**src/rtl/display_pkg.sv**
```systemverilog
// Shared types and seven-segment encodings for the result display path.
// Segment bit order is {g,f,e,d,c,b,a}, active-low.
package display_pkg;

  typedef enum logic [1:0] {
    IDLE   = 2'd0,
    CONV_Q = 2'd1,
    CONV_R = 2'd2,
    COMMIT = 2'd3
  } state_t;

  localparam logic [6:0] SEG_0     = 7'b1000000;
  localparam logic [6:0] SEG_1     = 7'b1111001;
  localparam logic [6:0] SEG_2     = 7'b0100100;
  localparam logic [6:0] SEG_3     = 7'b0110000;
  localparam logic [6:0] SEG_4     = 7'b0011001;
  localparam logic [6:0] SEG_5     = 7'b0010010;
  localparam logic [6:0] SEG_6     = 7'b0000010;
  localparam logic [6:0] SEG_7     = 7'b1111000;
  localparam logic [6:0] SEG_8     = 7'b0000000;
  localparam logic [6:0] SEG_9     = 7'b0010000;
  localparam logic [6:0] SEG_Q     = 7'b0011000;
  localparam logic [6:0] SEG_R     = 7'b0101111;
  localparam logic [6:0] SEG_BLANK = 7'b1111111;

  // Codes 10..15 never come out of a correct conversion; show them as blank.
  function automatic logic [6:0] bcd_to_seg(input logic [3:0] digit);
    logic [6:0] seg;
    case (digit)
      4'd0:    seg = SEG_0;
      4'd1:    seg = SEG_1;
      4'd2:    seg = SEG_2;
      4'd3:    seg = SEG_3;
      4'd4:    seg = SEG_4;
      4'd5:    seg = SEG_5;
      4'd6:    seg = SEG_6;
      4'd7:    seg = SEG_7;
      4'd8:    seg = SEG_8;
      4'd9:    seg = SEG_9;
      default: seg = SEG_BLANK;
    endcase
    return seg;
  endfunction

endpackage

```
**src/rtl/bin2bcd_seq.sv**
```systemverilog
// Sequential shift-and-add-3 converter: N-bit binary to three BCD digits,
// one iteration per clock; the first iteration happens on the start edge.
module bin2bcd_seq #(
  parameter int N = 8
) (
  input  logic         clk,
  input  logic         rst,
  input  logic         start,
  input  logic [N-1:0] bin,
  output logic         busy,
  output logic         done,
  output logic [11:0]  bcd
);

  localparam int SW = 12 + N;
  localparam int CW = $clog2(N + 1);

  logic [SW-1:0] r_sr;
  logic [CW-1:0] r_cnt;
  logic          r_busy;
  logic          r_done;
  logic [SW-1:0] w_step_in;
  logic [SW-1:0] w_step_out;

  function automatic logic [SW-1:0] dabble(input logic [SW-1:0] sr);
    logic [SW-1:0] t;
    t = sr;
    for (int i = 0; i < 3; i++) begin
      if (t[N+4*i +: 4] >= 4'd5) t[N+4*i +: 4] = t[N+4*i +: 4] + 4'd3;
    end
    return {t[SW-2:0], 1'b0};
  endfunction

  // A start seeds the register with a cleared BCD field so the previous pass never leaks in.
  assign w_step_in  = start ? {12'd0, bin} : r_sr;
  assign w_step_out = dabble(w_step_in);

  // NOTE: sequential state uses non-blocking assignments so every register
  // samples pre-edge values, independent of statement order.
  always_ff @(posedge clk or posedge rst) begin
    if (rst) begin
      r_sr   <= '0;
      r_cnt  <= '0;
      r_busy <= 1'b0;
      r_done <= 1'b0;
    end else begin
      r_done <= 1'b0;
      if (start) begin
        r_sr   <= w_step_out;
        r_cnt  <= CW'(1);
        r_busy <= 1'b1;
      end else if (r_busy) begin
        r_sr  <= w_step_out;
        r_cnt <= r_cnt + 1'b1;
        if (r_cnt == CW'(N - 1)) begin
          r_busy <= 1'b0;
          r_done <= 1'b1;
        end
      end
    end
  end

  assign busy = r_busy;
  assign done = r_done;
  assign bcd  = r_sr[SW-1:N];

endmodule

```
**src/rtl/result_display_driver.sv**
```systemverilog
// Converts a captured quotient/remainder pair to BCD and drives a 4-digit
// multiplexed seven-segment display showing a q/r tag plus three digits.
module result_display_driver #(
  parameter int N           = 8,
  parameter int REFRESH_DIV = 50_000
) (
  input  logic         clk,
  input  logic         rst,
  input  logic [N-1:0] q_i,
  input  logic [N-1:0] r_i,
  input  logic         load_i,
  input  logic         show_r_i,
  output logic         busy_o,
  output logic         done_o,
  output logic [3:0]   an_o,
  output logic [6:0]   seg_o
);

  import display_pkg::*;

  localparam int RW = $clog2(REFRESH_DIV);

  state_t        r_state;
  state_t        w_next;
  logic [N-1:0]  r_rem;
  logic [11:0]   r_bcd_q;
  logic [11:0]   r_bcd_r;
  logic [11:0]   r_disp_q;
  logic [11:0]   r_disp_r;
  logic          w_start;
  logic [N-1:0]  w_bin;
  logic          w_conv_busy;
  logic          w_conv_done;
  logic [11:0]   w_conv_bcd;

  bin2bcd_seq #(.N(N)) u_bin2bcd (
    .clk   (clk),
    .rst   (rst),
    .start (w_start),
    .bin   (w_bin),
    .busy  (w_conv_busy),
    .done  (w_conv_done),
    .bcd   (w_conv_bcd)
  );

  always_ff @(posedge clk or posedge rst) begin
    if (rst) r_state <= IDLE;
    else     r_state <= w_next;
  end

  // Q is fed straight from q_i on the load edge; R waits in r_rem for the second pass.
  // NOTE: every always_comb output gets a default first so no path infers a latch.
  always_comb begin
    w_next  = r_state;
    w_start = 1'b0;
    w_bin   = r_rem;
    case (r_state)
      IDLE: begin
        if (load_i) begin
          w_start = 1'b1;
          w_bin   = q_i;
          w_next  = CONV_Q;
        end
      end
      CONV_Q: begin
        if (w_conv_done) begin
          w_start = 1'b1;
          w_next  = CONV_R;
        end
      end
      CONV_R:  if (w_conv_done) w_next = COMMIT;
      COMMIT:  w_next = IDLE;
      default: w_next = IDLE;
    endcase
  end

  always_ff @(posedge clk or posedge rst) begin
    if (rst) begin
      r_rem    <= '0;
      r_bcd_q  <= '0;
      r_bcd_r  <= '0;
      r_disp_q <= '0;
      r_disp_r <= '0;
    end else begin
      if (r_state == IDLE && load_i)       r_rem   <= r_i;
      if (r_state == CONV_Q && w_conv_done) r_bcd_q <= w_conv_bcd;
      if (r_state == CONV_R && w_conv_done) r_bcd_r <= w_conv_bcd;
      if (r_state == COMMIT) begin
        r_disp_q <= r_bcd_q;
        r_disp_r <= r_bcd_r;
      end
    end
  end

  assign busy_o = (r_state != IDLE) || w_conv_busy;
  assign done_o = (r_state == COMMIT);

  logic [RW-1:0] r_refresh;
  logic [1:0]    r_digit;
  logic [1:0]    w_digit_next;
  logic          w_wrap;
  logic [11:0]   w_sel;
  logic [6:0]    w_seg_next;
  logic [3:0]    w_an_next;
  logic [3:0]    r_an;
  logic [6:0]    r_seg;

  assign w_wrap       = (r_refresh == RW'(REFRESH_DIV - 1));
  assign w_digit_next = w_wrap ? r_digit + 2'd1 : r_digit;
  assign w_sel        = show_r_i ? r_disp_r : r_disp_q;
  assign w_an_next    = ~(4'b0001 << w_digit_next);

  // Segments are computed for the digit that will be enabled after this edge.
  always_comb begin
    w_seg_next = SEG_BLANK;
    case (w_digit_next)
      2'd3: w_seg_next = show_r_i ? SEG_R : SEG_Q;
      2'd2: w_seg_next = (w_sel[11:8] == 4'd0) ? SEG_BLANK : bcd_to_seg(w_sel[11:8]);
      2'd1: w_seg_next = (w_sel[11:4] == 8'd0) ? SEG_BLANK : bcd_to_seg(w_sel[7:4]);
      default: w_seg_next = bcd_to_seg(w_sel[3:0]);
    endcase
  end

  always_ff @(posedge clk or posedge rst) begin
    if (rst) begin
      r_refresh <= '0;
      r_digit   <= 2'd0;
      r_an      <= 4'b1110;
      r_seg     <= SEG_0;
    end else begin
      r_refresh <= w_wrap ? '0 : r_refresh + 1'b1;
      r_digit   <= w_digit_next;
      r_an      <= w_an_next;
      r_seg     <= w_seg_next;
    end
  end

  assign an_o  = r_an;
  assign seg_o = r_seg;

endmodule

```
**config.mk**
```make
export PLATFORM = sky130hd
export DESIGN_NAME = result_display_driver
export DESIGN_NICKNAME = d
export VERILOG_FILES = /design/src/rtl/display_pkg.sv /design/src/rtl/bin2bcd_seq.sv /design/src/rtl/result_display_driver.sv
export SDC_FILE = /design/constraint.sdc
export NUM_CORES = 1
export LEC_CHECK = 0
export CAP_MARGIN = 10
export CORE_MARGIN = 1.5
export CORE_UTILIZATION = 60
export CTS_BUF_LIST = sky130_fd_sc_hd__clkbuf_8
export DETAILED_ROUTE_END_ITERATION = 16
export HOLD_SLACK_MARGIN = 0.03
export MAX_ROUTING_LAYER = met4
export PLACE_DENSITY = 0.8
export SYNTH_ARGS = -nofsm -noshare
export SYNTH_HDL_FRONTEND = slang
export SYNTH_SLANG_ARGS = --single-unit
```
**constraint.sdc**
```tcl
create_clock -name clk -period 3.95 [get_ports clk]
set_clock_uncertainty 0.1 [all_clocks]
set_input_delay 0.395 -clock clk [delete_from_list [all_inputs] [get_ports clk]]
set_output_delay 0.395 -clock clk [all_outputs]
set_load 0.05 [all_outputs]
```
==> results.yml <==
outcome:
  status: "completed"
setup_path:
  start_kind: "input port"
  worst-setup-path-type: "input port to flip-flop"
  r2r_slack_ps: 1220
  worstPathMaxFanout: 14
  cp-end-kind: "flip-flop"
  arrival_ps: 3030
  cp.required_ps: 4160
logic_synthesis:
  muxShareOfSynthArea_pct: 10.44
  synth_top_family_by_area: "simple AND/OR/NAND/NOR gates"
  yosysSeqAreaShare_pct: 48.52
  async_flop_share_pct: 100.0
  synth-main-ff-cell: "dfrtp_1"
  syn_area_um2: 5787
  syn-num-nets: 638
  synth_seq_cells: 112
  synth_cell_type_count: 56
  synth_xor_xnor_area_share_pct: 2.876
  synth-simple-area-share_pct: 17.06
  syn_inst: 593
  synthAdderAreaFrac_pct: 5.405
  synth_edf_count: 0
  synth_compound_area_share_pct: 12.45
  avgSynthCellArea_um2: 9.759
  ys_warn_count: 0
floorplanning:
  dieHeight_um: 101.2
  start_util_pct: 62.33
  pin_count: 33
  die_w_um: 101.2
  die-area_um2: 10240
  rows: 35
  core_um2: 9284
global_route:
  grt_first_pass_wirelength_um: 20120
  grt_pass1_vias: 4323
  track_usage_pct: 25.56
  grt_max_degree: 60
  overflow: 0
  antenna_found_initial: 0
routing:
  via_per_inst: 5.801
  vias: 4368
  wl_per_cell_um: 15.40
  drt-initial-drc-count: 201
  routed_wl_um: 11600
  postRouteAntennaNets: 0
  drc: 0
  dr.pass1.iters: 4
hold_path:
  holdCritPathClass: "input port to asynchronous set/reset pin"
timing:
  timing.final.crit_share_pct: 71.46
  worstMarginPinSlew_ps: 740.9
  setup_viol: 0
  finalSetupTns_ps: 0
  finalCriticalPeriod_ps: 2823
  fmax_mhz: 354.3
  finalHoldViolations: 0
  rsz0062_at_grt: "false"
  max_slew_margin_pct: 50.61
  final_max_slew_viol_count: 0
clock_network:
  postCtsResizedCells: 0
  cts_root_buf: "clkbuf_8"
  htreeDepth: 3
  tritoncts: "done"
  numCtsBuffers: 9
  hold_buffers: 0
  cts_setup_buffers: 0
  clkTransAtPathRegs_ps: 100
  clockBufferDepth: 2
  clk-insertion-delay-late_ps: 360
  clock-sinks: 112
finish:
  final_util_pct: 69.26
  num_antenna_cells: 0
  fillers: 717
  drive_gt1_share_pct: 12.18
  syn2layout_area_growth_pct: 11.11
  nets: 665
place:
  port_buffers: 32
  detailed_place_hpwl_um: 8322
  gp_congestion: 0.8993
power:
  power.leakage_nw: 2.962
  vdd_ir_drop_max_mv: 0.3669
  powerDensity_nw_per_um2: 683.4
run:
  drv_cap: 0
[logic make-up after synthesis]
group / after synthesis
buffers and inverters: 43
xor gates and xnor gates: 19
AOI/OAI and AO/OA: 119
DFF: 112
adders and majority gates: 25
muxes: 54
and+or+nand+nor: 221
[worst paths after layout]
path / from / to / depth (start not counted)
max: show_r_i / seg_o[1] / 9
min: rst / r_bcd_r[6] / 2
max reg2reg: r_refresh[0] / seg_o[5] / 7
min reg2reg: u_bin2bcd.r_cnt[3] / u_bin2bcd.done / 1
max in group asynchronous: rst / an_o[3] / 3
min in group clk: u_bin2bcd.r_cnt[3] / u_bin2bcd.done / 1
[cells in the final DEF, fill, tap and decap left out, types with 7 or more instances in the layout]
cell and n:
xnor2_1 10, dfrtp_1 108, nand3_1 17, nor2_1 39, a21oi_1 31, clkbuf_8 10, xor2_1 9, nand2_1 124
mux2i_1 12, o21ai_0 47, clkdlybuf4s50_1 32, inv_1 17, nor3_1 8, mux2_2 41, ha_1 25, and3_1 7
buf_4 9
[critical path, stage by stage]
cell,delay [ps]
clkdlybuf4s50_1,830
mux2_2,450
inv_1,130
ha_1,250
and2b_1,250
o21ai_0,150
o21ai_0,130
a311oi_1,280
o22a_1,160
[cells in the mapped netlist (3+ instances only)]
| library cell | number | area share (%) |
|---|---|---|
| nand2b_1 | 5 | 0.54 |
| xor2_1 | 9 | 1.4 |
| buf_2 | 3 | 0.26 |
| xnor2_1 | 10 | 1.5 |
| inv_1 | 17 | 1.1 |
| a31oi_1 | 3 | 0.32 |
| dfrtp_1 | 108 | 47 |
| and2_1 | 3 | 0.32 |
| mux2i_1 | 12 | 2.1 |
| o221ai_1 | 4 | 0.61 |
| dfstp_2 | 4 | 1.8 |
| a21boi_0 | 3 | 0.39 |
| nor2_1 | 39 | 2.5 |
| o22ai_1 | 4 | 0.43 |
| nand2_1 | 124 | 8.0 |
| clkbuf_1 | 15 | 0.97 |
| nand3_1 | 17 | 1.5 |
| and3_1 | 7 | 0.76 |
| o21ai_0 | 47 | 4.1 |
| mux2_2 | 41 | 8.0 |
| a311oi_1 | 3 | 0.45 |
| ha_1 | 25 | 5.4 |
| nand4_1 | 3 | 0.32 |
| a21oi_1 | 31 | 2.7 |
| nor3_1 | 8 | 0.69 |
| buf_1 | 4 | 0.26 |
| o22a_1 | 3 | 0.45 |
[power by group]
part | internal (W) | total (W) | switching, W
clock network | 0.000309 | 0.000678 | 0.000370
logic | 0.000823 | 0.00192 | 0.00110
registers | 0.00151 | 0.00180 | 0.000287
[routing by layer]
layer  track usage, %  up-vias  wire (um)
li1                 -     2097          -
met1            31.32     2135       5018
met3            5.107       30        375
met5                -        -          0
met4            9.722        0        322
met2            42.02      106       5882
[registers in the layout, indices dropped and copies added (netlist names), 2 cells and up]
register and flops:
u_bin2bcd.r_sr 19, r_refresh 16, r_bcd_q 12, r_bcd_r 12, r_disp_q 12, r_disp_r 12, r_rem 8, seg_o 7
an_o 4, u_bin2bcd.r_cnt 4, r_digit 2, r_state 2
[final cells by class]
class | instances | area, um2 | area share, %
flip-flops and latches | 112 | 2808 | 43.67
multi-input cells | 438 | 2791 | 43.41
repair buffers | 42 | 407.9 | 6.344
well taps | 129 | 161.4 | 2.510
clock buffers | 10 | 137.6 | 2.140
inverters | 17 | 66.31 | 1.031
clock inverters | 5 | 57.56 | 0.8951
[metrics by stage]
step                      cell area, um2  total power (W)  cells  hold slack [ps]  setup slack (ps)
after floorplan                     5787         0.003202    593            340.2             502.6
after global placement              6235         0.003597    738            354.6             871.5
after detailed placement            6235         0.003708    738            363.1             793.8
after CTS                           6430         0.004397    753            382.7              1178
after global routing                6430         0.004727    753            412.8             922.2
final                               6430         0.004394    753            377.9              1127
Power figures use the tool's default switching activity.
